==> src/rtl/decodificador_secded_param_if.sv <==
// decodificador_secded_param_if: codeword input channel and decoded result channel
// Input channel : entrada_valida/entrada_lista handshake, palabra, inyectar, mascara_error
// Output channel: salida_valida/salida_lista handshake, dato_corregido, sindrome, error_simple, error_doble
// slave = decoder side, master = producer/consumer side
interface decodificador_secded_param_if #(
    parameter int DATA_W = 4
);
    function automatic int calc_p(input int dw);
        int p;
        p = 0;
        for (int i = 1; i < 8; i++) if (p == 0 && (1 << i) >= dw + i + 1) p = i;
        return p;
    endfunction
    localparam int P = calc_p(DATA_W);
    localparam int N = DATA_W + P + 1;
    logic              entrada_valida;
    logic              entrada_lista;
    logic [N-1:0]      palabra;
    logic              inyectar;
    logic [N-1:0]      mascara_error;
    logic              salida_valida;
    logic              salida_lista;
    logic [DATA_W-1:0] dato_corregido;
    logic [P-1:0]      sindrome;
    logic              error_simple;
    logic              error_doble;
    modport slave (
        input  entrada_valida, palabra, inyectar, mascara_error, salida_lista,
        output entrada_lista, salida_valida, dato_corregido, sindrome, error_simple, error_doble
    );
    modport master (
        output entrada_valida, palabra, inyectar, mascara_error, salida_lista,
        input  entrada_lista, salida_valida, dato_corregido, sindrome, error_simple, error_doble
    );
endinterface

==> src/rtl/decodificador_secded_param.sv <==
// decodificador_secded_param: two-stage extended-Hamming SECDED decoder with saturating error counters
// reloj, reinicio_n      : clock, synchronous active-low reset
// bus (slave modport)    : codeword in with injection mask, decoded data/syndrome/flags out
// limpiar_contadores     : synchronous clear of both counters (wins over an increment)
// cuenta_simple/doble    : saturating counts of single/double errors seen at output handshakes
module decodificador_secded_param #(
    parameter int DATA_W   = 4,
    parameter bit CORREGIR = 1'b1,
    parameter int CNT_W    = 8
) (
    input  logic                        reloj,
    input  logic                        reinicio_n,
    decodificador_secded_param_if.slave bus,
    input  logic                        limpiar_contadores,
    output logic [CNT_W-1:0]            cuenta_simple,
    output logic [CNT_W-1:0]            cuenta_doble
);
    function automatic int calc_p(input int dw);
        int p;
        p = 0;
        for (int i = 1; i < 8; i++) if (p == 0 && (1 << i) >= dw + i + 1) p = i;
        return p;
    endfunction
    // codeword bit index holding data bit k: k-th non-power-of-two Hamming position, minus one
    function automatic int data_bit(input int k);
        int c, r;
        c = 0;
        r = 0;
        for (int i = 0; i < 64; i++) begin
            if (((i + 1) & i) != 0) begin
                if (c == k) r = i;
                c++;
            end
        end
        return r;
    endfunction
    localparam int P = calc_p(DATA_W);
    localparam int N = DATA_W + P + 1;
    logic              s1_valid_q, s1_valid_d;
    logic [N-1:0]      r_q, r_d;
    logic              s2_valid_q, s2_valid_d;
    logic [DATA_W-1:0] dato_q, dato_d;
    logic [P-1:0]      sind_q, sind_d;
    logic              es_q, es_d;
    logic              ed_q, ed_d;
    logic [CNT_W-1:0]  cs_q, cs_d;
    logic [CNT_W-1:0]  cd_q, cd_d;
    logic              s2_load, in_hs, out_hs, ld;
    logic [P-1:0]      syn;
    logic              st, in_rng, fix;
    logic [DATA_W-1:0] dato_x;
    assign s2_load = !s2_valid_q || bus.salida_lista;
    assign in_hs   = bus.entrada_valida && bus.entrada_lista;
    assign out_hs  = s2_valid_q && bus.salida_lista;
    assign ld      = s2_load && s1_valid_q;
    always_comb begin
        syn = '0;
        for (int i = 0; i < N - 1; i++) syn = syn ^ (r_q[i] ? P'(i + 1) : '0);
        st = ^r_q;
        // shortened codes leave syndromes beyond the last position unmapped
        in_rng = 32'(syn) < N;
        fix = CORREGIR && st && in_rng;
    end
    // correction folded into extraction: only a data bit whose position equals the syndrome flips
    for (genvar k = 0; k < DATA_W; k++) begin : g_dato
        localparam int B = data_bit(k);
        assign dato_x[k] = r_q[B] ^ (fix && syn == P'(B + 1));
    end
    always_comb begin
        s1_valid_d = in_hs || (s1_valid_q && !s2_load);
        r_d        = in_hs ? bus.palabra ^ (bus.inyectar ? bus.mascara_error : '0) : r_q;
        s2_valid_d = s2_load ? s1_valid_q : s2_valid_q;
        dato_d     = ld ? dato_x : dato_q;
        sind_d     = ld ? syn : sind_q;
        es_d       = ld ? st && in_rng : es_q;
        ed_d       = ld ? syn != '0 && (!st || !in_rng) : ed_q;
        cs_d       = limpiar_contadores ? '0 : (out_hs && es_q && cs_q != '1) ? cs_q + CNT_W'(1) : cs_q;
        cd_d       = limpiar_contadores ? '0 : (out_hs && ed_q && cd_q != '1) ? cd_q + CNT_W'(1) : cd_q;
    end
    always_ff @(posedge reloj) begin
        if (!reinicio_n) begin
            s1_valid_q <= 1'b0;
            r_q        <= '0;
            s2_valid_q <= 1'b0;
            dato_q     <= '0;
            sind_q     <= '0;
            es_q       <= 1'b0;
            ed_q       <= 1'b0;
            cs_q       <= '0;
            cd_q       <= '0;
        end else begin
            s1_valid_q <= s1_valid_d;
            r_q        <= r_d;
            s2_valid_q <= s2_valid_d;
            dato_q     <= dato_d;
            sind_q     <= sind_d;
            es_q       <= es_d;
            ed_q       <= ed_d;
            cs_q       <= cs_d;
            cd_q       <= cd_d;
        end
    end
    assign bus.entrada_lista  = !s1_valid_q || s2_load;
    assign bus.salida_valida  = s2_valid_q;
    assign bus.dato_corregido = dato_q;
    assign bus.sindrome       = sind_q;
    assign bus.error_simple   = es_q;
    assign bus.error_doble    = ed_q;
    assign cuenta_simple      = cs_q;
    assign cuenta_doble       = cd_q;
endmodule

==> src/flat_wrapper.sv <==
// flat-port wrapper written by rule: the top's interface ports become plain ports
module decodificador_secded_param_flat 
#(
    parameter int DATA_W   = 4,
    parameter bit CORREGIR = 1'b1,
    parameter int CNT_W    = 8
)
  (reloj, reinicio_n, limpiar_contadores, cuenta_simple, cuenta_doble, bus_entrada_valida, bus_palabra, bus_inyectar, bus_mascara_error, bus_salida_lista, bus_entrada_lista, bus_salida_valida, bus_dato_corregido, bus_sindrome, bus_error_simple, bus_error_doble);
  decodificador_secded_param_if #(.DATA_W(DATA_W)) bus_i ();
  input  logic reloj;
  input  logic reinicio_n;
  input  logic limpiar_contadores;
  output logic [CNT_W-1:0] cuenta_simple;
  output logic [CNT_W-1:0] cuenta_doble;
  input wire logic [$bits(bus_i.entrada_valida)-1:0] bus_entrada_valida;
  input wire logic [$bits(bus_i.palabra)-1:0] bus_palabra;
  input wire logic [$bits(bus_i.inyectar)-1:0] bus_inyectar;
  input wire logic [$bits(bus_i.mascara_error)-1:0] bus_mascara_error;
  input wire logic [$bits(bus_i.salida_lista)-1:0] bus_salida_lista;
  output wire logic [$bits(bus_i.entrada_lista)-1:0] bus_entrada_lista;
  output wire logic [$bits(bus_i.salida_valida)-1:0] bus_salida_valida;
  output wire logic [$bits(bus_i.dato_corregido)-1:0] bus_dato_corregido;
  output wire logic [$bits(bus_i.sindrome)-1:0] bus_sindrome;
  output wire logic [$bits(bus_i.error_simple)-1:0] bus_error_simple;
  output wire logic [$bits(bus_i.error_doble)-1:0] bus_error_doble;
  assign bus_i.entrada_valida = bus_entrada_valida;
  assign bus_i.palabra = bus_palabra;
  assign bus_i.inyectar = bus_inyectar;
  assign bus_i.mascara_error = bus_mascara_error;
  assign bus_i.salida_lista = bus_salida_lista;
  assign bus_entrada_lista = bus_i.entrada_lista;
  assign bus_salida_valida = bus_i.salida_valida;
  assign bus_dato_corregido = bus_i.dato_corregido;
  assign bus_sindrome = bus_i.sindrome;
  assign bus_error_simple = bus_i.error_simple;
  assign bus_error_doble = bus_i.error_doble;
  decodificador_secded_param #(.DATA_W(DATA_W), .CORREGIR(CORREGIR), .CNT_W(CNT_W)) u_core (.reloj(reloj), .reinicio_n(reinicio_n), .bus(bus_i), .limpiar_contadores(limpiar_contadores), .cuenta_simple(cuenta_simple), .cuenta_doble(cuenta_doble));
endmodule
==> config.mk <==
export PLATFORM = sky130hd
export DESIGN_NAME = decodificador_secded_param_flat
export DESIGN_NICKNAME = d
export VERILOG_FILES = /design/src/rtl/decodificador_secded_param_if.sv /design/src/rtl/decodificador_secded_param.sv /design/src/flat_wrapper.sv
export SDC_FILE = /design/constraint.sdc
export NUM_CORES = 1
export LEC_CHECK = 0
export BUFFER_PORTS_ARGS = -buffer_cell sky130_fd_sc_hd__buf_2
export CORE_MARGIN = 3
export CORE_UTILIZATION = 38
export CTS_BUF_LIST = sky130_fd_sc_hd__clkbuf_4
export CTS_CLUSTER_DIAMETER = 60
export DETAILED_ROUTE_END_ITERATION = 8
export GPL_TIMING_DRIVEN = 0
export PLACE_DENSITY = 0.65
export SETUP_SLACK_MARGIN = 0.5
export SLEW_MARGIN = 20
export SYNTH_ARGS = -nofsm -noshare
export SYNTH_HDL_FRONTEND = slang
export SYNTH_SLANG_ARGS = --single-unit
==> constraint.sdc <==
create_clock -name reloj -period 2.2 [get_ports reloj]
set_clock_uncertainty 0.2 [all_clocks]
set_input_delay 0 -clock reloj [delete_from_list [all_inputs] [get_ports reloj]]
set_output_delay 0 -clock reloj [all_outputs]
set_load 0.01 [all_outputs]
== Word-level counts from Yosys, hierarchy flattened ==
Cells that the tools add are included.
Widths: inputs -> output; s select.

* Flip-flop bits (word level): 35
* Bits of input ports: 22
* Output and inout port bits: 27
* Word-level logic and storage cells: 60

* Add/subtract/negate cells: 2
* Equality and inequality tests: 6
* Muxes and demuxes: 8
* Bitwise operators: 12
* Reduce and logical (&&, ||, !) cells: 23

{| class="wikitable"
|+ Operator list
! operator !! number
|-
| $xor 3x3->3 || 6
|-
| $add 8x1->8 const B || 2
|-
| $ne 8x8->1 const B || 2
|-
| $logic_and 1x1->1 || 13
|-
| $mux 3 || 4
|-
| $eq 3x3->1 const B || 3
|-
| $mux 8 || 1
|-
| $reduce_xor 8->1 || 1
|-
| $xor 8x8->8 || 1
|-
| $logic_not 1->1 || 4
|-
| $mux 2 || 2
|-
| $xor 1x1->1 || 4
|-
| $eq 3x2->1 const B || 1
|-
| $logic_or 1x1->1 || 3
|-
| $reduce_bool 3->1 || 1
|-
| $reduce_or 2->1 || 1
|-
| $mux 1 || 1
|-
| $not 1->1 || 1
|}

== Logic depth before layout (Yosys ltp) ==
* Depth in word-level cells: 10
* Gate-level depth with buffers: 6
* Gate-level depth less buffers: 5

== Worst setup path after synthesis ==
No wires, ideal clock.

* Path kind: reg2reg
* Start: register u_core.cs_q[0] (netlist: u_core.cuenta_simple[0])
* End: register u_core.cs_q[5] (netlist: u_core.cuenta_simple[5])
* Setup time: 70 ps
* Arrival time: 1,649 ps
* Data required time: 1,930 ps
* Path slack: 281 ps
* Stages on the path, launching flop included: 6
* Path buffers: 0
* Clock period less this slack: 1,919 ps
* Cell sequence: dfxtp_1 -> ha_1 -> and3_1 -> a21o_4 -> or4_1 -> a21oi_1

* Cells in the longest elaborated chain, start to end: 2
* Elaborated cells on any way between the ends: 3
* Those cells by class: add/sub (1); eq/ne (1); reduce/logical (1)

{| class="wikitable"
|+ RTL lines
! item !! RTL line !! text
|-
| from (decl) || decodificador_secded_param.sv:46 || <nowiki>logic [CNT_W-1:0] cs_q, cs_d;</nowiki>
|-
| from (signal assigned) || decodificador_secded_param.sv:99 || <nowiki>cs_q <= cs_d;</nowiki>
|-
| parallel branches: the longest is 2 deep, another holds $add 8x1->8 || n/a ||
|}

Parallel ways; which one is timed is not known.
A chain may end at the register's enable or synchronous reset.

== Final worst setup path ==
* Start: register u_core.cs_q[1] (netlist: u_core.cuenta_simple[1])
* End: register u_core.cs_q[5] (netlist: u_core.cuenta_simple[5])

Same word-level chain as after synthesis.

==> results_dict.tcl <==
set metrics [dict create \
    hold_start "bus_entrada_valida" \
    use_met3 0.0383 \
    drive_gt1_frac 0.441 \
    synth_largest_area_cell "dfxtp_1" \
    drc 0 \
    dieWidth_um 75.7 \
    syn_nets 231 \
    tightest_slew_ps 462 \
    firstDrtPassIters 4 \
    vias_per_cell 5.10 \
    cts_tree "built" \
    pin_count 49 \
    io_buffers 47 \
    fin_nets 320 \
    setup_violations 0 \
    synth_common_cells "35 x dfxtp_1, 25 x nand2_1, 22 x xnor2_1" \
    grt_pass1_wl_mm 7.95 \
    drtAntennaViolNets 0 \
    critPathArrivalTime_ps 1860 \
    timing.max_slew.rel_slack 0.692 \
    clk_transition_reported_paths_ps 120 \
    hold_class "in -> reg" \
    synth_area_per_cell_um2 8.93 \
    p_leak_nw 1.26 \
    synth_cell_type_count 37 \
    power_per_cell_area_nw_per_um2 544 \
    synth.most_common_cell "dfxtp_1" \
    cts_buffer_depth 2 \
    grt_max_degree 12 \
    synth-seq-cells 35 \
    synthFlopType "dfxtp_1" \
    r2r_cells 5 \
    chipHeight_um 75.7 \
    syn_area_um2 1850 \
    fillCellCount 342 \
    ir_drop_mv 0.363 \
    rrSetupSlack_ps 420 \
    critical_path_peak_fanout 4 \
    worstReg2RegEnd "u_core.cuenta_simple[5]$_SDFFE_PP0P_" \
    dp_hpwl_mm 3.18 \
    ys_seq_area_frac 0.379 \
    synth_cells 207 \
    setup-tns-final_ps 0 \
    insertion_delay_ps 340 \
    cts-root-buf "clkbuf_4" \
    htreeDepth 2 \
    crit_path_end_kind "flip-flop" \
    area_growth_pct 64.9 \
    path_class "reg -> reg" \
    cts_inserted_buffers 5 \
    top_usage_layer "met2" \
    cp_data_required_time_ps 2280 \
    status "completed" \
    min_period_ps 1780 \
    min_to "u_core.s1_valid_q$_SDFF_PN0_" \
    wl_mm 5.16 \
    ys_warn_count 0 \
    wl_per_cell_um 14.3 \
    startpoint_type "flip-flop" \
    antenna_found_initial 0 \
    routabilityCongestion 0.849 \
    hold_ws_ps 231 \
    hold_depth 4 \
    drv_cap 0 \
    die-area_um2 5740 \
    coreArea_um2 4530 \
    num_vias 1846 \
    netlist.area_leader.share 0.379 \
    slew_viol_final 0 \
    start_util 0.408 \
    rsz0062_at_grt "true" \
    diodes 0 \
    grtUsageMet2 0.289 \
    track_usage 0.179 \
    grt_pass1_vias 1717 \
    max_freq_mhz 560 \
    initialDrtViolationCount 93 \
    r2r_start "u_core.cuenta_simple[1]$_SDFFE_PP0P_" \
    gr-total-overflow 0 \
    synth.area.top_cells "dfxtp_1 38%, xnor2_1 10%, o211a_1 6.0%" \
    cts_sinks 35 \
    finalCritPeriodShare 0.811 \
    synth-edff-count 0 \
    hold_violations 0 \
    fp-row-count 24 \
    met1_usage 0.246 \
    async_reset_ff_frac 0 \
]
-- sequential cells by signal (all words and copies together) (netlist names) --
signal and cells:
u_core.bus.dato_corregido 4, u_core.bus.error_doble 1, u_core.cuenta_doble 8, u_core.bus.salida_valida 1
u_core.r_q 8, u_core.bus.error_simple 1, u_core.s1_valid_q 1, u_core.bus.sindrome 3
u_core.cuenta_simple 8
-- how the worst max path moves through the flow --
stage	from	endpoint	slack, ps
2_1_floorplan	u_core.cuenta_simple[0]$_SDFFE_PP0P_	u_core.cuenta_simple[7]$_SDFFE_PP0P_	450
6_report	u_core.cuenta_simple[1]$_SDFFE_PP0P_	u_core.cuenta_simple[5]$_SDFFE_PP0P_	420
4_1_cts	u_core.cuenta_simple[1]$_SDFFE_PP0P_	u_core.cuenta_simple[7]$_SDFFE_PP0P_	410
5_1_grt	u_core.cuenta_simple[5]$_SDFFE_PP0P_	u_core.cuenta_simple[5]$_SDFFE_PP0P_	370
3_3_place_gp	u_core.bus.salida_valida$_SDFFE_PN0P_	u_core.r_q[1]$_SDFFE_PN0P_	290
3_5_place_dp	u_core.bus.salida_valida$_SDFFE_PN0P_	u_core.r_q[1]$_SDFFE_PN0P_	260
-- cells in the final DEF (no fill, tap or decap), types with 6 or more instances in the layout --
cell type and instances:
buf_2 48, nand2_1 25, dfxtp_1 22, dlygate4sd3_1 21, xnor2_4 13, buf_4 12
o211a_1 11, nor2_1 11, xor2_1 10, dfxtp_2 9, xnor2_1 8, clkbuf_4 7
a21oi_1 6, o21ai_0 6
-- where the power goes --
part	internal, W	switching (W)	total [W]
clock network	0.000136	0.000237	0.000373
registers	0.000659	0.0000390	0.000698
logic	0.000307	0.000279	0.000586
total	0.00110	0.000555	0.00166
-- cell type report --
class | count | area, µm² | area share
clock buffer | 6 | 45.0 | 0.0148
tap | 65 | 81.3 | 0.0267
sequential | 35 | 727 | 0.239
buffer | 12 | 73.8 | 0.0242
inverter | 3 | 11.3 | 0.00369
clock inverter | 2 | 12.5 | 0.00411
timing repair buffer | 82 | 567 | 0.186
multi-input combinational | 157 | 1530 | 0.502
-- cells by family after synthesis --
group / share of synthesized area
and+or+nand+nor: 0.201
AOI/OAI and AO/OA: 0.198
DFF: 0.379
xor gates and xnor gates: 0.161
buffers and inverters: 0.0366
muxes: 0.0108
adders and majority gates: 0.0135
-- worst max-delay path: stages, from the launching register on --
cell and delay [ps]:
dfxtp_4 370, ha_4 150, and3_4 170, a21o_4 210
or4_4 480, a21oi_2 140
-- through the flow --
stage | utilization | power [W] | cell area, µm² | worst slack (ps) | instances
2_1_floorplan | - | 0.000913 | 1890 | 448 | 207
3_3_place_gp | 0.487 | 0.000994 | 2210 | 288 | 319
3_5_place_dp | 0.487 | 0.000998 | 2210 | 264 | 319
4_1_cts | 0.587 | 0.00144 | 2660 | 408 | 358
5_1_grt | 0.672 | 0.00175 | 3050 | 372 | 362
6_report | 0.672 | 0.00166 | 3050 | 416 | 362
-- layer usage --
layer	wire (µm)	share of wire	vias up
met4	88	0.017	0
met5	0	0	-
met2	2550	0.49	52
met3	211	0.041	7
met1	2310	0.45	859
li1	-	-	928
-- repair_timing --
item,CTS,global route
setup endpoints to repair,18,28
buffers inserted,10,4
pin swaps,4,13
endpoints found under the hold margin,18,0
resized for setup,19,59
hold buffers,21,0
(Power assumes the default switching activity.)
